[config.mk]
export PLATFORM = sky130hd
export DESIGN_NAME = ir_transmitter_sm
export DESIGN_NICKNAME = d
export VERILOG_FILES = /design/src/rtl/ir_transmitter_sm.sv
export SDC_FILE = /design/constraint.sdc
export NUM_CORES = 1
export LEC_CHECK = 0
export CORE_AREA = 2 2 79 81
export CTS_BUF_LIST = sky130_fd_sc_hd__clkbuf_4
export DETAILED_ROUTE_END_ITERATION = 10
export DIE_AREA = 0 0 81 83
export GPL_ROUTABILITY_DRIVEN = 1
export PLACE_DENSITY = 0.54
export REMOVE_ABC_BUFFERS = 1
export SLEW_MARGIN = 20
export SYNTH_ARGS = -nofsm -noshare
export SYNTH_HDL_FRONTEND = slang
export SYNTH_SLANG_ARGS = --single-unit
[constraint.sdc]
create_clock -name CLK -period 2.6 [get_ports CLK]
set_input_delay 0.52 -clock CLK [delete_from_list [all_inputs] [get_ports CLK]]
set_output_delay 0.52 -clock CLK [all_outputs]
set_load 0.005 [all_outputs]
[src/rtl/ir_transmitter_sm.sv]
// ir_transmitter_sm
//   Bus-mapped IR remote-control transmitter. The processor writes a 4-bit
//   drive command at BASE_ADDR. Each SEND_PACKET strobe received while idle
//   sends one packet on IR_LED. A packet is a start burst, a car-select burst
//   and four command-bit bursts (RIGHT, LEFT, BACK, FWD), with a carrier-off
//   gap after every burst. Bursts are modulated by a carrier of CARRIER_DIV
//   clock cycles per period, high for the first half of each period.
//
// Ports
//   CLK          system clock
//   RESET        synchronous, active-high reset
//   BUS_ADDR     processor bus address
//   BUS_DATA     processor write data, only [3:0] is used
//   BUS_WE       bus write enable, qualifies one cycle
//   SEND_PACKET  one-cycle strobe requesting a packet
//   IR_LED       modulated IR output (registered)
//   BUSY         high while a packet is in progress (registered)
module ir_transmitter_sm #(
  parameter logic [7:0]  BASE_ADDR    = 8'h90,
  parameter int unsigned CARRIER_DIV  = 2778,
  parameter int unsigned START_LEN    = 88,
  parameter int unsigned SELECT_LEN   = 22,
  parameter int unsigned GAP_LEN      = 40,
  parameter int unsigned ASSERT_LEN   = 44,
  parameter int unsigned DEASSERT_LEN = 22
) (
  input  logic       CLK,
  input  logic       RESET,
  input  logic [7:0] BUS_ADDR,
  input  logic [7:0] BUS_DATA,
  input  logic       BUS_WE,
  input  logic       SEND_PACKET,
  output logic       IR_LED,
  output logic       BUSY
);

  localparam int unsigned MAX_AB  = (ASSERT_LEN > DEASSERT_LEN) ? ASSERT_LEN : DEASSERT_LEN;
  localparam int unsigned MAX_SS  = (START_LEN > SELECT_LEN) ? START_LEN : SELECT_LEN;
  localparam int unsigned MAX_SG  = (MAX_SS > GAP_LEN) ? MAX_SS : GAP_LEN;
  localparam int unsigned MAX_LEN = (MAX_SG > MAX_AB) ? MAX_SG : MAX_AB;

  localparam int unsigned CW = $clog2(CARRIER_DIV);
  localparam int unsigned PW = $clog2(MAX_LEN + 1);

  localparam logic [CW-1:0] CARR_LAST = CW'(CARRIER_DIV - 1);
  localparam logic [CW-1:0] CARR_HALF = CW'(CARRIER_DIV / 2);

  // Period counters compare against length-1 so the wrap that completes the
  // final period is the one that advances the state.
  localparam logic [PW-1:0] START_LAST    = PW'(START_LEN - 1);
  localparam logic [PW-1:0] SELECT_LAST   = PW'(SELECT_LEN - 1);
  localparam logic [PW-1:0] GAP_LAST      = PW'(GAP_LEN - 1);
  localparam logic [PW-1:0] ASSERT_LAST   = PW'(ASSERT_LEN - 1);
  localparam logic [PW-1:0] DEASSERT_LAST = PW'(DEASSERT_LEN - 1);

  typedef enum logic [2:0] {
    S_IDLE,
    S_START,
    S_GAP,
    S_SELECT,
    S_RIGHT,
    S_LEFT,
    S_BACK,
    S_FWD
  } state_t;

  state_t          state_q, state_d;
  state_t          ret_q, ret_d;        // state entered when the current gap ends
  logic [3:0]      cmd_q, cmd_d;        // bus-visible command register
  logic [3:0]      snap_q, snap_d;      // command frozen for the packet in flight
  logic [CW-1:0]   carr_cnt_q, carr_cnt_d;
  logic [PW-1:0]   per_cnt_q, per_cnt_d;
  logic            led_q, led_d;
  logic            busy_q, busy_d;

  logic [PW-1:0]   cur_last;
  logic            burst_d;

  logic            unused_data;
  assign unused_data = ^BUS_DATA[7:4];

  // Length (minus one) of the state currently running.
  always_comb begin
    cur_last = '0;
    case (state_q)
      S_START:  cur_last = START_LAST;
      S_SELECT: cur_last = SELECT_LAST;
      S_GAP:    cur_last = GAP_LAST;
      S_RIGHT:  cur_last = snap_q[3] ? ASSERT_LAST : DEASSERT_LAST;
      S_LEFT:   cur_last = snap_q[2] ? ASSERT_LAST : DEASSERT_LAST;
      S_BACK:   cur_last = snap_q[1] ? ASSERT_LAST : DEASSERT_LAST;
      S_FWD:    cur_last = snap_q[0] ? ASSERT_LAST : DEASSERT_LAST;
      default:  cur_last = '0;
    endcase
  end

  always_comb begin
    state_d    = state_q;
    ret_d      = ret_q;
    cmd_d      = cmd_q;
    snap_d     = snap_q;
    carr_cnt_d = carr_cnt_q;
    per_cnt_d  = per_cnt_q;

    if (BUS_WE && (BUS_ADDR == BASE_ADDR)) begin
      cmd_d = BUS_DATA[3:0];
    end

    if (state_q == S_IDLE) begin
      carr_cnt_d = '0;
      per_cnt_d  = '0;
      if (SEND_PACKET) begin
        state_d = S_START;
        // Snapshot reads the register before any same-cycle write lands.
        snap_d  = cmd_q;
      end
    end else if (carr_cnt_q == CARR_LAST) begin
      carr_cnt_d = '0;
      if (per_cnt_q == cur_last) begin
        per_cnt_d = '0;
        case (state_q)
          S_START:  begin state_d = S_GAP; ret_d = S_SELECT; end
          S_SELECT: begin state_d = S_GAP; ret_d = S_RIGHT;  end
          S_RIGHT:  begin state_d = S_GAP; ret_d = S_LEFT;   end
          S_LEFT:   begin state_d = S_GAP; ret_d = S_BACK;   end
          S_BACK:   begin state_d = S_GAP; ret_d = S_FWD;    end
          S_FWD:    begin state_d = S_GAP; ret_d = S_IDLE;   end
          S_GAP:    state_d = ret_q;
          default:  state_d = S_IDLE;
        endcase
      end else begin
        per_cnt_d = per_cnt_q + 1'b1;
      end
    end else begin
      carr_cnt_d = carr_cnt_q + 1'b1;
    end

    // Outputs are computed from the next state so that the registered LED
    // and BUSY line up with the state they describe.
    burst_d = (state_d != S_IDLE) && (state_d != S_GAP);
    led_d   = burst_d && (carr_cnt_d < CARR_HALF);
    busy_d  = (state_d != S_IDLE);
  end

  always_ff @(posedge CLK) begin
    if (RESET) begin
      state_q    <= S_IDLE;
      ret_q      <= S_IDLE;
      cmd_q      <= '0;
      snap_q     <= '0;
      carr_cnt_q <= '0;
      per_cnt_q  <= '0;
      led_q      <= 1'b0;
      busy_q     <= 1'b0;
    end else begin
      state_q    <= state_d;
      ret_q      <= ret_d;
      cmd_q      <= cmd_d;
      snap_q     <= snap_d;
      carr_cnt_q <= carr_cnt_d;
      per_cnt_q  <= per_cnt_d;
      led_q      <= led_d;
      busy_q     <= busy_d;
    end
  end

  assign IR_LED = led_q;
  assign BUSY   = busy_q;

endmodule
# Yosys cells after proc, flatten, opt, wreduce, memory -nomap -nowiden
# Cells that the tools add are included.
[totals]
reg_bits = 35
latch_bits = 0
ramBits = 0
mem_bits_ro = 0
inputBits = 20
output_inout_bits = 2
elab_cells = 47
mem_count = 0
[classes]
n_addsub = 2
mul = 0
n_div = 0
order_cmp = 1
eq_ne = 11
n_shift = 0
mux = 14
bitwise = 1
reduce_logical = 10
[ops]
columns = ["op", "n"]
rows = [
  ["$pmux 7 s7", 1],
  ["$mux 12", 2],
  ["$mux 6", 4],
  ["$pmux 3 s6", 1],
  ["$add 12x1->12 const B", 1],
  ["$eq 12x12->1 const B", 1],
  ["$eq 3x3->1 const B", 4],
  ["$lt 12x11->1 const B", 1],
  ["$mux 3", 4],
  ["$eq 8x8->1 const B", 1],
  ["$add 7x1->7 const B", 1],
  ["$eq 7x7->1", 1],
  ["$mux 7", 1],
  ["$eq 3x2->1 const B", 2],
  ["$pmux 3 s2", 1],
  ["$reduce_bool 6->1", 1],
  ["$reduce_or 6->1", 1],
  ["$reduce_and 4->1", 1],
  ["$eq 3x1->1 const B", 1],
  ["$logic_and 1x1->1", 3],
  ["$logic_not 3->1", 1],
  ["$ne 3x2->1 const B", 1],
  ["$reduce_bool 3->1", 1],
  ["$reduce_and 2->1", 1],
  ["other kinds (2)", 2],
]

# Depth between registers and ports, before layout
[depth]
word_depth = 9
ltp_mapped = 9
depth_no_buf = 9

# Worst setup path before layout
# No wires, ideal clock.
[synth_timing]
kind = "flip-flop to flip-flop"
start = "register state_q[2]"
end = "register busy_q (netlist: BUSY)"
setup_time_ns = 0.121
t_arrival_ns = 2.292
required_ns = 2.479
slack_ns = 0.187
path_stages_with_launch = 9
path_buffers = 1
period_less_slack_ns = 2.413
path_cell_list = "dfxtp_1 or3_1 buf_2 or3_1 a22oi_1 or4b_4 nor2_8 mux2i_1 o21bai_1"
[synth_between]
elab_chain_cells = 7
elab_cells_between_ends = 17
classes_between = "eq/ne (8); mux (6); reduce/logical (3)"
[synth_lines]
columns = ["element", "line", "text"]
rows = [
  ["start, declared", "67", "state_t state_q, state_d;"],
  ["start signal, assigned", "156", "state_q <= state_d;"],
  ["$eq 3x3->1 (tied with other cells)", "85, 121", ""],
  ["$pmux 7 s7 or $reduce_or 6->1 (tied branches)", "n/a", ""],
  ["$eq 7x7->1 or $pmux 3 s2 (tied branches)", "119, 121", ""],
  ["$mux 3", "119", "if (per_cnt_q == cur_last) begin"],
  ["$mux 3", "117", "end else if (carr_cnt_q == CARR_LAST) begin"],
  ["$mux 3 *", "109", "if (state_q == S_IDLE) begin"],
  ["$reduce_bool 3->1 *", "142", "busy_d = (state_d != S_IDLE);"],
  ["end signal, assigned", "163", "busy_q <= busy_d;"],
  ["end, declared", "74", "logic busy_q, busy_d;"],
]
# Every way passes the cells marked *; elsewhere a longest branch is shown, timed or not.
# A chain may end at the register's enable or synchronous reset.

# Worst setup path in the final report
[layout_timing]
start = "register state_q[0]"
end = "register ret_q[2]"
[layout_between]
elab_chain_cells = 4
elab_cells_between_ends = 14
classes_between = "eq/ne (8); mux (2); bitwise (1); reduce/logical (3)"
[layout_lines]
columns = ["element", "line", "text"]
rows = [
  ["$eq 3x3->1 (tied with other cells)", "85, 121", ""],
  ["$pmux 7 s7", "85", "case (state_q)"],
  ["$eq 7x7->1", "119", ""],
  ["$reduce_and 4->1 (no line)", "n/a", ""],
  ["end signal, assigned", "157", "ret_q <= ret_d;"],
  ["end, declared", "68", "state_t ret_q, ret_d;"],
]
# Several ways; a longest one is shown, not always the timed one.

==> impl_metrics.ini <==
[status]
outcome = completed

[logic_synthesis]
netlist_instances = 246
synth_cell_types = 45
synth.area.top_cells = dfxtp_1, mux2i_1, nor2_1, nand2_1, xnor2_1
ys_ff_latch = 35
synth_area_sq_um = 1977
yosysTopAreaCell = dfxtp_1
yosysSeqAreaShare = 0.3544
syn_avg_cell_area_sq_um = 8.036
ys_warn_count = 0
synth_top_cell_area_share = 0.3544

[power]
switching_share = 0.2502
vdd_drop_max_mv = 0.2826
pwr-share-clk = 0.324
combPwrFrac = 0.104
internal-power_mw = 0.7194
power.switching_mw = 0.2401
power.total_mw = 0.9595
p_per_area_nw_per_um2 = 411.2
seq_power_share = 0.572
power.leakage_nw = 0.8114

[cells_and_area]
final_common_cell = dfxtp_1
stdcell_count = 344
drive_above_1_share = 0.1041
fin_area_sq_um = 2333
final-seq-area_sq_um = 701.9
area_growth_pct = 18.04
diodes = 0
final_cell_mix = dfxtp_1, nor2_1, nand2_1
multi_input_area_sq_um = 1197
layout.nets = 291
fillers = 631
fin_util = 0.4012

[routing]
wl_per_cell_um = 13.17
ant_nets = 0
vias = 1805
dr.first_iter.drc_count = 104
drc = 0
wl_mm = 4.532
drtPass1Iterations = 4
viasPerCell = 5.247

[clock_tree]
cts_buffer_depth = 2
cts-resized-gates = 0
cts_root_buffer = clkbuf_4
holdBufCountCts = 0
cts_buffers = 5
tritoncts = built
path_clk_slew_ns = 0.11
postCtsSetupBuffers = 0
htree_levels = 2
cts.sinks = 35
insertion_delay_ns = 0.34

[timing]
layout_setup_ws_ns = 0.1613
tns_ns = 0
skew_ns = 0.01060
worstMarginPinSlew_ns = 0.4382
final_max_slew_viol_count = 0
period_share = 0.9380
period_needed_ns = 2.439
rsz0062_at_grt = false
setup_violations = 0
hold_viol = 0
fmax_ghz = 0.4101
holdWs_ns = 0.4782
slew_headroom = 0.7079

[die]
coreArea_sq_um = 5816
die-width_um = 81
initial_utilization = 0.3399
die_h_um = 83
die_area_sq_um = 6723
rows = 28
io_pins = 22

[grt]
antenna_found_initial = 0
track_usage = 0.1462
grt_pass1_wl_mm = 7.831
grt_pass1_vias = 1623
grt-ovfl-total = 0
grt_max_degree = 17

[placed_design]
place_inst = 336
gp_congestion = 0.8054
pre_cts_ws_ns = 0.09807
post-dp-hpwl_mm = 3.404
numPortBuffers = 17
post_dp_cell_area_sq_um = 2270

[setup_path]
endpoint_kind = register
cp_data_required_time_ns = 2.84
crit_arrival_ns = 2.68
r2r_setup_slack_ns = 0.16
critPathKind = reg2reg
cp-start-kind = register
worstPathMaxFanout = 10

[min_path]
hold_class = reg2reg

[job]
max-cap-violations = 0
-- cells by family after synthesis --
kind of cell               after synthesis  share of synthesized area
AOI/OAI and AO/OA                       52                     0.1703
DFF                                     35                     0.3544
buffers and inverters                   21                    0.04240
and+or+nand+nor                        109                     0.2911
xor gates and xnor gates                14                    0.06203
adders and majority gates                3                    0.01899
muxes                                   12                    0.06076
-- Yosys cell counts --
master / number
a211o_1: 1
a211oi_1: 2
a21bo_2: 1
a21o_1: 1
a21oi_1: 13
a221oi_1: 2
a22oi_1: 2
a31o_2: 1
a31oi_1: 3
and3_1: 4
and4_1: 3
buf_2: 4
clkbuf_1: 9
dfxtp_1: 35
ha_1: 3
inv_1: 8
mux2i_1: 12
nand2_1: 22
nand2b_1: 4
nand3_1: 15
nand3b_1: 1
nand4_1: 8
nor2_1: 28
nor2_8: 1
nor2b_1: 2
nor3_1: 9
nor3b_1: 1
nor4b_1: 3
nor4bb_1: 2
o211a_1: 1
o211ai_1: 1
o21ai_0: 14
o21ba_2: 1
o21bai_1: 2
o22ai_1: 1
o31ai_1: 2
o32a_1: 1
o32ai_1: 1
o41ai_1: 2
or2_2: 1
or3_1: 3
or3b_2: 1
or4b_4: 1
xnor2_1: 9
xor2_1: 5
-- per-layer routing --
metal,GRT usage,up-vias,part of all wire,wire (um)
met5,0,-,0,0
met4,0.03698,0,0.011,50
met3,0.03370,6,0.041,186
met2,0.2156,46,0.43,1963
met1,0.2130,824,0.51,2332
li1,-,929,-,-
-- final timing paths --
path / from / end / cells after the start
worst max-delay path: state_q[0] / ret_q[2] / 7
worst min-delay path: snap_q[3] / snap_q[3] / 2
worst max register to register: state_q[0] / ret_q[2] / 7
worst min register to register: snap_q[3] / snap_q[3] / 2
-- state kept, by name (all words and copies together), names as in the netlist --
signal	cells
snap_q	4
per_cnt_q	7
state_q	3
IR_LED	1
BUSY	1
carr_cnt_q	12
ret_q	3
cmd_q	4
-- power groups by stage --
stage	clock, mW	combinational, mW	sequential (mW)
4_1_cts	0.329	0.100	0.548
5_1_grt	0.344	0.109	0.550
3_5_place_dp	0	0.0995	0.560
2_1_floorplan	0	0.0464	0.560
3_3_place_gp	0	0.0999	0.560
6_report	0.311	0.100	0.548
-- critical path, stage by stage (launching register included) --
cell and delay [ns]:
dfxtp_2 0.39, or3_1 0.36, or3_1 0.32, a22oi_1 0.21
or4b_4 0.54, nor2_8 0.17, o21ai_0 0.10, a221oi_1 0.25
-- layout make-up --
class,count,share of cell area
clock buffer,7,0.02252
clock inverter,1,0.002145
sequential,35,0.3008
tap,75,0.04021
timing repair buffer,28,0.1083
multi-input combinational,190,0.5131
inverter,8,0.01287
No activity file was read; power rests on OpenSTA's default activity.
